### config.mk
export PLATFORM = sky130hd
export DESIGN_NAME = turret_aim_ctrl_flat
export DESIGN_NICKNAME = d
export VERILOG_FILES = /design/src/rtl/turret_aim_ctrl_if.sv /design/src/rtl/turret_aim_ctrl.sv /design/src/flat_wrapper.sv
export SDC_FILE = /design/constraint.sdc
export NUM_CORES = 1
export LEC_CHECK = 0
export BUFFER_PORTS_ARGS = -buffer_cell sky130_fd_sc_hd__buf_2
export CORE_MARGIN = 1
export CORE_UTILIZATION = 50
export DETAILED_ROUTE_END_ITERATION = 10
export MAX_ROUTING_LAYER = met4
export PLACE_DENSITY_LB_ADDON = 0.15
export SLEW_MARGIN = 20
export SYNTH_ARGS = -nofsm -noshare
export SYNTH_HDL_FRONTEND = slang
export SYNTH_SLANG_ARGS = --single-unit
### constraint.sdc
create_clock -name clock -period 7.4 [get_ports clock]
set_input_delay 0.74 -clock clock [delete_from_list [all_inputs] [get_ports clock]]
set_output_delay 0.74 -clock clock [all_outputs]
set_load 0.05 [all_outputs]
### src/rtl/turret_aim_ctrl_if.sv
// Signal bundle between the friend/foe classifier side and the turret aim controller.
// The master drives the per-side class codes; the slave (controller) drives servo, trigger and status.
interface turret_aim_ctrl_if;
    logic [1:0] Ffreq;
    logic [1:0] Sfreq;
    logic       servo_pwm;
    logic       fire;
    logic [1:0] target_side;
    logic       busy;
    logic [2:0] state_dbg;

    modport master (
        output Ffreq, Sfreq,
        input  servo_pwm, fire, target_side, busy, state_dbg
    );

    modport slave (
        input  Ffreq, Sfreq,
        output servo_pwm, fire, target_side, busy, state_dbg
    );
endinterface

### src/rtl/turret_aim_ctrl.sv
// Turret aim controller: confirms a foe over several servo frames, slews the servo toward it,
// fires, holds, then slews back to centre. Generates the 50 Hz servo PWM directly.
module turret_aim_ctrl #(
    parameter int PWM_PERIOD     = 2000000,
    parameter int PULSE_MIN      = 100000,
    parameter int PULSE_CENTER   = 150000,
    parameter int PULSE_MAX      = 200000,
    parameter int STEP           = 2500,
    parameter int CONFIRM_FRAMES = 3,
    parameter int FIRE_FRAMES    = 10,
    parameter int HOLD_FRAMES    = 25
) (
    input  logic               clock,
    input  logic               reset_n,
    turret_aim_ctrl_if.slave   bus
);

    localparam int W  = (PWM_PERIOD > 1) ? $clog2(PWM_PERIOD) : 1;
    localparam int CW = $clog2(CONFIRM_FRAMES + 1);
    localparam int FW = $clog2(FIRE_FRAMES + 1);
    localparam int HW = $clog2(HOLD_FRAMES + 1);

    localparam logic [W-1:0]  FRAME_LAST = W'(PWM_PERIOD - 1);
    localparam logic [W-1:0]  P_MIN      = W'(PULSE_MIN);
    localparam logic [W-1:0]  P_CTR      = W'(PULSE_CENTER);
    localparam logic [W-1:0]  P_MAX      = W'(PULSE_MAX);
    // A step larger than the widest pulse behaves identically, so clamp it to fit W bits.
    localparam logic [W-1:0]  STEP_W     = W'((STEP > PULSE_MAX) ? PULSE_MAX : STEP);
    localparam logic [CW-1:0] CONF_LAST  = CW'(CONFIRM_FRAMES - 1);
    localparam logic [FW-1:0] FIRE_N     = FW'(FIRE_FRAMES);
    localparam logic [HW-1:0] HOLD_LAST  = HW'(HOLD_FRAMES - 1);
    localparam bit            DIRECT_AIM = (CONFIRM_FRAMES <= 1);

    typedef enum logic [2:0] {
        IDLE    = 3'd0,
        CONFIRM = 3'd1,
        AIM     = 3'd2,
        FIRE    = 3'd3,
        HOLD    = 3'd4,
        RETURN  = 3'd5
    } state_t;

    state_t        r_state;
    logic [W-1:0]  r_frame_cnt;
    logic [W-1:0]  r_pulse_width;
    logic          r_servo_pwm;
    logic          r_fire;
    logic          r_busy;
    logic [1:0]    r_target_side;
    logic [1:0]    r_cand;
    logic [CW-1:0] r_confirm_cnt;
    logic [FW-1:0] r_fire_cnt;
    logic [HW-1:0] r_hold_cnt;

    logic          w_tick;
    logic          w_foe_r;
    logic          w_foe_l;
    logic [1:0]    w_side;
    logic          w_engaged_foe;
    logic [W-1:0]  w_aim_tgt;
    logic [W-1:0]  w_aim_next;
    logic [W-1:0]  w_ret_next;

    // Move cur toward tgt by at most STEP_W, landing exactly on tgt when closer than a step.
    function automatic logic [W-1:0] slew(input logic [W-1:0] cur, input logic [W-1:0] tgt);
        logic [W-1:0] diff;
        if (cur < tgt) begin
            diff = tgt - cur;
            slew = (diff > STEP_W) ? cur + STEP_W : tgt;
        end else begin
            diff = cur - tgt;
            slew = (diff > STEP_W) ? cur - STEP_W : tgt;
        end
    endfunction

    assign w_tick        = (r_frame_cnt == FRAME_LAST);
    assign w_foe_r       = (bus.Ffreq == 2'b10);
    assign w_foe_l       = (bus.Sfreq == 2'b10);
    assign w_side        = w_foe_r ? 2'b01 : (w_foe_l ? 2'b10 : 2'b00);
    assign w_engaged_foe = (r_target_side == 2'b10) ? w_foe_l : w_foe_r;
    assign w_aim_tgt     = (r_target_side == 2'b10) ? P_MAX : P_MIN;
    assign w_aim_next    = slew(r_pulse_width, w_aim_tgt);
    assign w_ret_next    = slew(r_pulse_width, P_CTR);

    always_ff @(posedge clock or negedge reset_n) begin
        if (!reset_n) begin
            r_state       <= IDLE;
            r_frame_cnt   <= '0;
            r_pulse_width <= P_CTR;
            r_servo_pwm   <= 1'b0;
            r_fire        <= 1'b0;
            r_busy        <= 1'b0;
            r_target_side <= 2'b00;
            r_cand        <= 2'b00;
            r_confirm_cnt <= '0;
            r_fire_cnt    <= '0;
            r_hold_cnt    <= '0;
        end else begin
            r_frame_cnt <= w_tick ? '0 : r_frame_cnt + 1'b1;
            r_servo_pwm <= (r_frame_cnt < r_pulse_width);

            // Width and state only change at the frame boundary so no pulse is ever cut short.
            if (w_tick) begin
                case (r_state)
                    IDLE: begin
                        if (w_side != 2'b00) begin
                            r_cand <= w_side;
                            r_busy <= 1'b1;
                            if (DIRECT_AIM) begin
                                r_target_side <= w_side;
                                r_state       <= AIM;
                            end else begin
                                r_confirm_cnt <= CW'(1);
                                r_state       <= CONFIRM;
                            end
                        end
                    end
                    CONFIRM: begin
                        if (w_side == 2'b00) begin
                            r_confirm_cnt <= '0;
                            r_busy        <= 1'b0;
                            r_state       <= IDLE;
                        end else if (w_side != r_cand) begin
                            r_cand        <= w_side;
                            r_confirm_cnt <= CW'(1);
                        end else if (r_confirm_cnt == CONF_LAST) begin
                            r_confirm_cnt <= '0;
                            r_target_side <= r_cand;
                            r_state       <= AIM;
                        end else begin
                            r_confirm_cnt <= r_confirm_cnt + 1'b1;
                        end
                    end
                    AIM: begin
                        if (!w_engaged_foe) begin
                            r_state <= RETURN;
                        end else begin
                            r_pulse_width <= w_aim_next;
                            if (w_aim_next == w_aim_tgt) begin
                                r_fire     <= 1'b1;
                                r_fire_cnt <= FW'(1);
                                r_state    <= FIRE;
                            end
                        end
                    end
                    FIRE: begin
                        if (r_fire_cnt == FIRE_N) begin
                            r_fire     <= 1'b0;
                            r_fire_cnt <= '0;
                            r_hold_cnt <= '0;
                            r_state    <= HOLD;
                        end else begin
                            r_fire_cnt <= r_fire_cnt + 1'b1;
                        end
                    end
                    HOLD: begin
                        if (r_hold_cnt == HOLD_LAST) begin
                            r_hold_cnt <= '0;
                            r_state    <= RETURN;
                        end else begin
                            r_hold_cnt <= r_hold_cnt + 1'b1;
                        end
                    end
                    RETURN: begin
                        r_pulse_width <= w_ret_next;
                        if (w_ret_next == P_CTR) begin
                            r_target_side <= 2'b00;
                            r_busy        <= 1'b0;
                            r_state       <= IDLE;
                        end
                    end
                    default: begin
                        r_fire  <= 1'b0;
                        r_busy  <= 1'b0;
                        r_state <= IDLE;
                    end
                endcase
            end
        end
    end

    assign bus.servo_pwm   = r_servo_pwm;
    assign bus.fire        = r_fire;
    assign bus.target_side = r_target_side;
    assign bus.busy        = r_busy;
    assign bus.state_dbg   = r_state;

endmodule

### src/flat_wrapper.sv
// flat-port wrapper written by rule: the top's interface ports become plain ports
module turret_aim_ctrl_flat 
#(
    parameter int PWM_PERIOD     = 2000000,
    parameter int PULSE_MIN      = 100000,
    parameter int PULSE_CENTER   = 150000,
    parameter int PULSE_MAX      = 200000,
    parameter int STEP           = 2500,
    parameter int CONFIRM_FRAMES = 3,
    parameter int FIRE_FRAMES    = 10,
    parameter int HOLD_FRAMES    = 25
)
  (clock, reset_n, bus_Ffreq, bus_Sfreq, bus_servo_pwm, bus_fire, bus_target_side, bus_busy, bus_state_dbg);
  turret_aim_ctrl_if bus_i ();
  input  logic clock;
  input  logic reset_n;
  input wire logic [$bits(bus_i.Ffreq)-1:0] bus_Ffreq;
  input wire logic [$bits(bus_i.Sfreq)-1:0] bus_Sfreq;
  output wire logic [$bits(bus_i.servo_pwm)-1:0] bus_servo_pwm;
  output wire logic [$bits(bus_i.fire)-1:0] bus_fire;
  output wire logic [$bits(bus_i.target_side)-1:0] bus_target_side;
  output wire logic [$bits(bus_i.busy)-1:0] bus_busy;
  output wire logic [$bits(bus_i.state_dbg)-1:0] bus_state_dbg;
  assign bus_i.Ffreq = bus_Ffreq;
  assign bus_i.Sfreq = bus_Sfreq;
  assign bus_servo_pwm = bus_i.servo_pwm;
  assign bus_fire = bus_i.fire;
  assign bus_target_side = bus_i.target_side;
  assign bus_busy = bus_i.busy;
  assign bus_state_dbg = bus_i.state_dbg;
  turret_aim_ctrl #(.PWM_PERIOD(PWM_PERIOD), .PULSE_MIN(PULSE_MIN), .PULSE_CENTER(PULSE_CENTER), .PULSE_MAX(PULSE_MAX), .STEP(STEP), .CONFIRM_FRAMES(CONFIRM_FRAMES), .FIRE_FRAMES(FIRE_FRAMES), .HOLD_FRAMES(HOLD_FRAMES)) u_core (.clock(clock), .reset_n(reset_n), .bus(bus_i));
endmodule
Word-level counts from Yosys, hierarchy flattened
Cells that the tools add are included.

Register bits: 63. Latch bits: 0. RAM bits: 0. Memory bits (read-only): 0. Input port bits: 6. Output and inout port bits: 8. Word-level logic and storage cells: 130. Memories kept: 0.

$add $sub $neg: 10. Multipliers: 0. Div/mod/pow operators: 0. $lt $le $gt $ge: 7. Eq/ne operators: 29. Shift-type cells: 0. Muxes and demuxes: 52. Bitwise logic cells: 2. Reductions and logical operators: 19.

Operator list (number): 2-to-1 mux 21 bit (8); > comparator 21 x 12 -> 1 bit, second input constant (4); < comparator 21 bit (2); case mux 21 bit (2 select lines) (1); subtractor 21 bit (2); 2-to-1 mux 3 bit (9); 2-to-1 mux 2 bit (13); adder 21 x 1 -> 21 bit, second input constant (1); adder 21 x 12 -> 21 bit, second input constant (1); == test 21 x 18 -> 1 bit, second input constant (1); == test 21 bit (1); == test 21 bit, second input constant (1); < comparator 21 x 18 -> 1 bit, second input constant (1); subtractor 18 x 21 -> 21 bit, first input constant (1); subtractor 21 x 12 -> 21 bit, second input constant (1); subtractor 21 x 18 -> 21 bit, second input constant (1); 2-to-1 mux 18 bit (1); inequality test 2 x 1 -> 1 bit, second input constant (9); case mux 3 bit (6 select lines) (1); AND reduction 5 bit (3); 2-to-1 mux 4 bit (3); case mux 2 bit (2 select lines) (3); nonzero test 2 bit (6); 2-to-1 mux 5 bit (2); other kinds (28) (43).

Longest topological paths before layout
Depth after elaboration: 10. Gate-level depth with buffers: 20. Depth with buffers taken out: 17.

Least setup slack after synthesis
Ideal clock, no wire load.

Path type: register -> register. Start: register u_core.r_target_side[1], in the netlist u_core.bus.target_side[1]. End: register u_core.r_fire_cnt[0]. Library setup time: 0.124 ns. Data arrival time: 4.618 ns. Data required time: 7.276 ns. Setup slack: 2.658 ns. Cell stages (with the launch flop): 21. Buffers on the path: 5. Period minus slack after synthesis: 4.742 ns. Cell sequence: dfrtp_1 -> nor2b_1 -> clkbuf_1 -> buf_2 -> inv_1 -> ha_1 -> buf_2 -> and4b_1 -> buf_2 -> o21ai_1 -> a311oi_2 -> a31oi_1 -> o311a_1 -> nor4_4 -> nor2_2 -> buf_6 -> and3_4 -> o2111ai_2 -> o311ai_2 -> and2_4 -> o31a_1.

Word-level cells in the longest chain between the ends: 9. Elaborated cells between the ends (all ways): 15. Those cells by class: 2 x add/sub; 3 x order compare; 4 x eq/ne; 5 x mux; 1 x reduce/logical.

Ends and longest elaborated chain: start, declared (line turret_aim_ctrl.sv:49) `logic [1:0] r_target_side;`; start signal, assigned (line turret_aim_ctrl.sv:110) `r_target_side <= w_side;`; start signal, assigned (line turret_aim_ctrl.sv:128) `r_target_side <= r_cand;`; == test 2 bit (*) (line turret_aim_ctrl.sv:80, turret_aim_ctrl.sv:81); 2-to-1 mux 18 bit (line turret_aim_ctrl.sv:81) `assign w_aim_tgt = (r_target_side == 2'b10) ? P_MAX : P_MIN;`; subtractor 21 bit (on tied branches) (line turret_aim_ctrl.sv:71, turret_aim_ctrl.sv:68); > comparator 21 x 12 -> 1 bit (on tied branches) (line turret_aim_ctrl.sv:72, turret_aim_ctrl.sv:69); 2-to-1 mux 21 bit (on tied branches) (line turret_aim_ctrl.sv:72, turret_aim_ctrl.sv:69); 2-to-1 mux 21 bit (line turret_aim_ctrl.sv:67) `if (cur < tgt) begin`; == test 21 bit (line turret_aim_ctrl.sv:139) `if (w_aim_next == w_aim_tgt) begin`; inequality test 2 x 1 -> 1 bit (no source line); AND reduction 4 bit (no source line) (*); end signal, assigned (line turret_aim_ctrl.sv:153) `r_fire_cnt <= r_fire_cnt + 1'b1;`; end, declared (line turret_aim_ctrl.sv:52) `logic [FW-1:0] r_fire_cnt;`.

Mark *: on every way between the ends. The rest lies on a longest branch, timed or not. A chain may end at the register's enable or synchronous reset.

Worst setup path in the final report
Start: register u_core.r_target_side[1], in the netlist u_core.bus.target_side[1]. End: register u_core.r_fire_cnt[2].

Same word-level chain as after synthesis.

==> results.yml <==
run_status:
  status: "completed"
setup_path:
  cp.arrival_ns: 5.41
  endpoint_kind: "register"
  path_class: "reg -> reg"
  critPathTopFamily: "compound AO/OA/AOI/OAI gates"
  path_buf_inv: 3
  r2r-start: "u_core.bus.target_side[1]"
  cpPeakStageDelay_ns: 0.56
  startpoint: "u_core.bus.target_side[1]"
  cp_data_required_time_ns: 7.61
  cp_slowest_cell: "o31ai_1"
  crit_chain: "nor2b_1, buf_4, inv_1, ha_1, inv_1, fa_1, and3_1, o31ai_1, a41o_1, xor2_1, nand4_1, nor4_4, nor2_2, a22oi_1, nand4_1, o311ai_2, and2_4, o311ai_2"
  startpoint_type: "register"
  crit_fanout: 17
routing:
  m1WireLength_mm: 10.7
  route.detailed.drc: 0
  topRoutingLayerUsed: "met4"
  route.met3.wl_mm: 1.95
  totalWireLength_mm: 25.2
  drt-initial-drc-count: 883
  vias: 7924
  via_per_inst: 6.84
  ant_nets: 0
  firstDrtPassIters: 7
  post_drt_wl_per_cell_um: 21.8
  dr_wl_met2_mm: 11.4
floorplanning:
  fp-row-count: 44
  coreArea_um2: 14600
  dieArea_um2: 15500
  io_pins: 14
  die_y_um: 125
  start_util_pct: 51.5
  die_x_um: 125
cells_and_area:
  antennaDiodeCount: 0
  layout_common_cells: "nand2_1, nor2_1, o21ai_0"
  final_common_cell: "nand2_1"
  stdcell_count: 1159
  n_fill_cell: 1385
  area_delta_synth_final_pct: 5.14
  drive_gt1_share_pct: 8.72
  nets: 1019
timing:
  fin_crit_ns: 5.20
  report.final.slew_viol_count: 0
  max_slew_margin_pct: 29.7
  setup_viol: 0
  tightest_slew_ns: 1.05
  fin_crit_sh_pct: 70.3
  setup_tns_ns: 0
  fin_ws_ns: 2.20
  hold_viol_final: 0
  skew_ns: 0.00771
  rsz0062_at_grt: "no"
  max_freq_ghz: 0.192
  holdWs_ns: 0.499
global_routing:
  grt_pass1_wl_mm: 40.3
  antenna_found_initial: 0
  grt_start_max_net_pins: 64
  track_usage_pct: 33.8
  grt_pass1_vias: 7448
  grt_remaining_overflow: 0
clock_tree:
  cts-root-buf: "clkbuf_16"
  insertion_delay_ns: 0.35
  cts_tree: "built"
  post_cts_resized: 0
  hold_buffers: 0
  ctsHtreeMaxLevel: 3
  cts_buffers: 9
  cts.sinks: 63
  postCtsSetupBuffers: 0
  clkTransAtPathRegs_ns: 0.06
  cts_max_path_buffers: 2
placed_design:
  dpl.cell_count: 1143
  gp_congestion: 1.01
  port_buffers: 13
  hpwl_mm: 18.6
  pre_cts_ws_ns: 2.30
power_and_ir_drop:
  power_frac_clock_pct: 55.0
  p_int_uw: 608
  ir_worst_vdd_v: 0.000150
  fin_total_pwr_uw: 795
  seqPwrFrac_pct: 43.3
  switching_share_pct: 23.6
  p_leak_nw: 3.05
  switchingPower_uw: 187
  p_per_area_nw_per_um2: 101
  p_comb_share_pct: 1.6
synth:
  syn_inst: 1002
  synth_ff_type: "dfrtp_1"
  synth_area_um2: 7520
  synth_top_cell_area_share_pct: 18.3
  async_flop_share_pct: 100
  synthTopCellsByArea: "dfrtp_1, ha_1, xnor2_1"
  synthMuxAreaShare_pct: 1.83
  yosys.area.top_type: "dfrtp_1"
  synth_area_per_cell_um2: 7.50
  yosys.area_share.adder_pct: 7.26
  synth-compound-area-share_pct: 29.3
  synth.distinct_cells: 89
  synth-seq-cells: 63
  synth_edf_count: 0
  seq_area_frac_synth_pct: 21.1
  synth_simple_gate_area_share_pct: 27.8
  ys.warnings.count: 0
  synth_xor_area_share_pct: 7.11
  synthesis.nets: 1051
  synth_top_family_by_area: "compound AO/OA/AOI/OAI gates"
hold_path:
  hold_class: "reg -> reg"
  hp-start: "u_core.bus.busy"
flow_run:
  cap_viol_max_count: 0
[power groups by stage]
stage / Clock (mW) / Combinational [mW] / Sequential, mW
after floorplan: 0 / 0.00378 / 0.351
after global placement: 0 / 0.0136 / 0.351
after detailed placement: 0 / 0.0137 / 0.351
after CTS: 0.445 / 0.0137 / 0.345
after global routing: 0.456 / 0.0154 / 0.345
final: 0.438 / 0.0130 / 0.345
[final timing paths]
kind / slack (ns) / depth (start not counted) / to
worst max-delay path: 2.20 / 18 / u_core.r_fire_cnt[2]
worst min-delay path: 0.50 / 2 / u_core.bus.busy
worst max register to register: 2.20 / 18 / u_core.r_fire_cnt[2]
worst min register to register: 0.50 / 2 / u_core.bus.busy
max in group asynchronous: 6.27 / 2 / u_core.r_frame_cnt[2]
min in group asynchronous: 0.58 / 2 / u_core.r_pulse_width[13]
[synth_stat cells (7+ instances only)]
cell type	count
nand2_1	99
nor2_1	79
o21ai_0	74
a21oi_1	63
dfrtp_1	55
xnor2_1	49
clkbuf_1	46
ha_1	42
nand3_1	41
nor3_1	40
inv_1	35
a21o_1	19
nand4_1	18
and3_1	17
a22oi_1	16
a31oi_1	16
nor4_1	14
buf_2	13
xor2_1	12
nor2b_1	11
nand2b_1	10
o211ai_1	10
or2_2	10
a221oi_1	9
and2_1	9
o22ai_1	9
a211oi_1	8
dfstp_2	8
o221ai_1	8
mux2i_1	7
o2111ai_1	7
o21a_1	7
[cells by family after synthesis]
family / after synthesis
flops: 63
mux: 13
buf+inv: 105
simple gates: 398
fa+ha+maj: 43
xor+xnor: 61
compound gates: 319
[registers in the layout, indices dropped and copies added (netlist names)]
signal,flops
u_core.bus.busy,1
u_core.r_pulse_width,21
u_core.r_hold_cnt,5
u_core.r_cand,2
u_core.bus.servo_pwm,1
u_core.bus.target_side,2
u_core.bus.fire,1
u_core.r_fire_cnt,4
u_core.r_confirm_cnt,2
u_core.bus.state_dbg,3
u_core.r_frame_cnt,21
[per-layer routing]
metal  GRT usage [%]  up-vias
li1                -     3699
met1            43.9     3736
met3            5.37       87
met4            17.7        0
met5               -        -
met2            50.5      402
[final cells by class]
type / instances / area (um^2) / area share, %
inverters: 40 / 150 / 1.90
clock buffers: 9 / 225 / 2.85
flip-flops and latches: 63 / 1590 / 20.1
clock inverters: 7 / 71.3 / 0.902
well taps: 184 / 230 / 2.91
repair buffers: 22 / 133 / 1.68
multi-input cells: 834 / 5510 / 69.7
[worst register-to-register path: stages, from the launching register on]
cell	delay (ns)
dfrtp_1	0.46
nor2b_1	0.16
buf_4	0.21
inv_1	0.44
ha_1	0.28
inv_1	0.06
fa_1	0.39
and3_1	0.19
o31ai_1	0.57
a41o_1	0.29
xor2_1	0.15
nand4_1	0.15
nor4_4	0.39
nor2_2	0.23
a22oi_1	0.30
nand4_1	0.14
o311ai_2	0.33
and2_4	0.25
o311ai_2	0.08
[through the flow]
| stage | area [um^2] | util (%) |
|---|---|---|
| 3_5_place_dp | 7600 | 52.1 |
| 6_report | 7900 | 54.2 |
| 5_1_grt | 7900 | 54.2 |
| 2_1_floorplan | 7520 | - |
| 4_1_cts | 7900 | 54.2 |
| 3_3_place_gp | 7600 | 52.1 |
(Power assumes the default switching activity.)
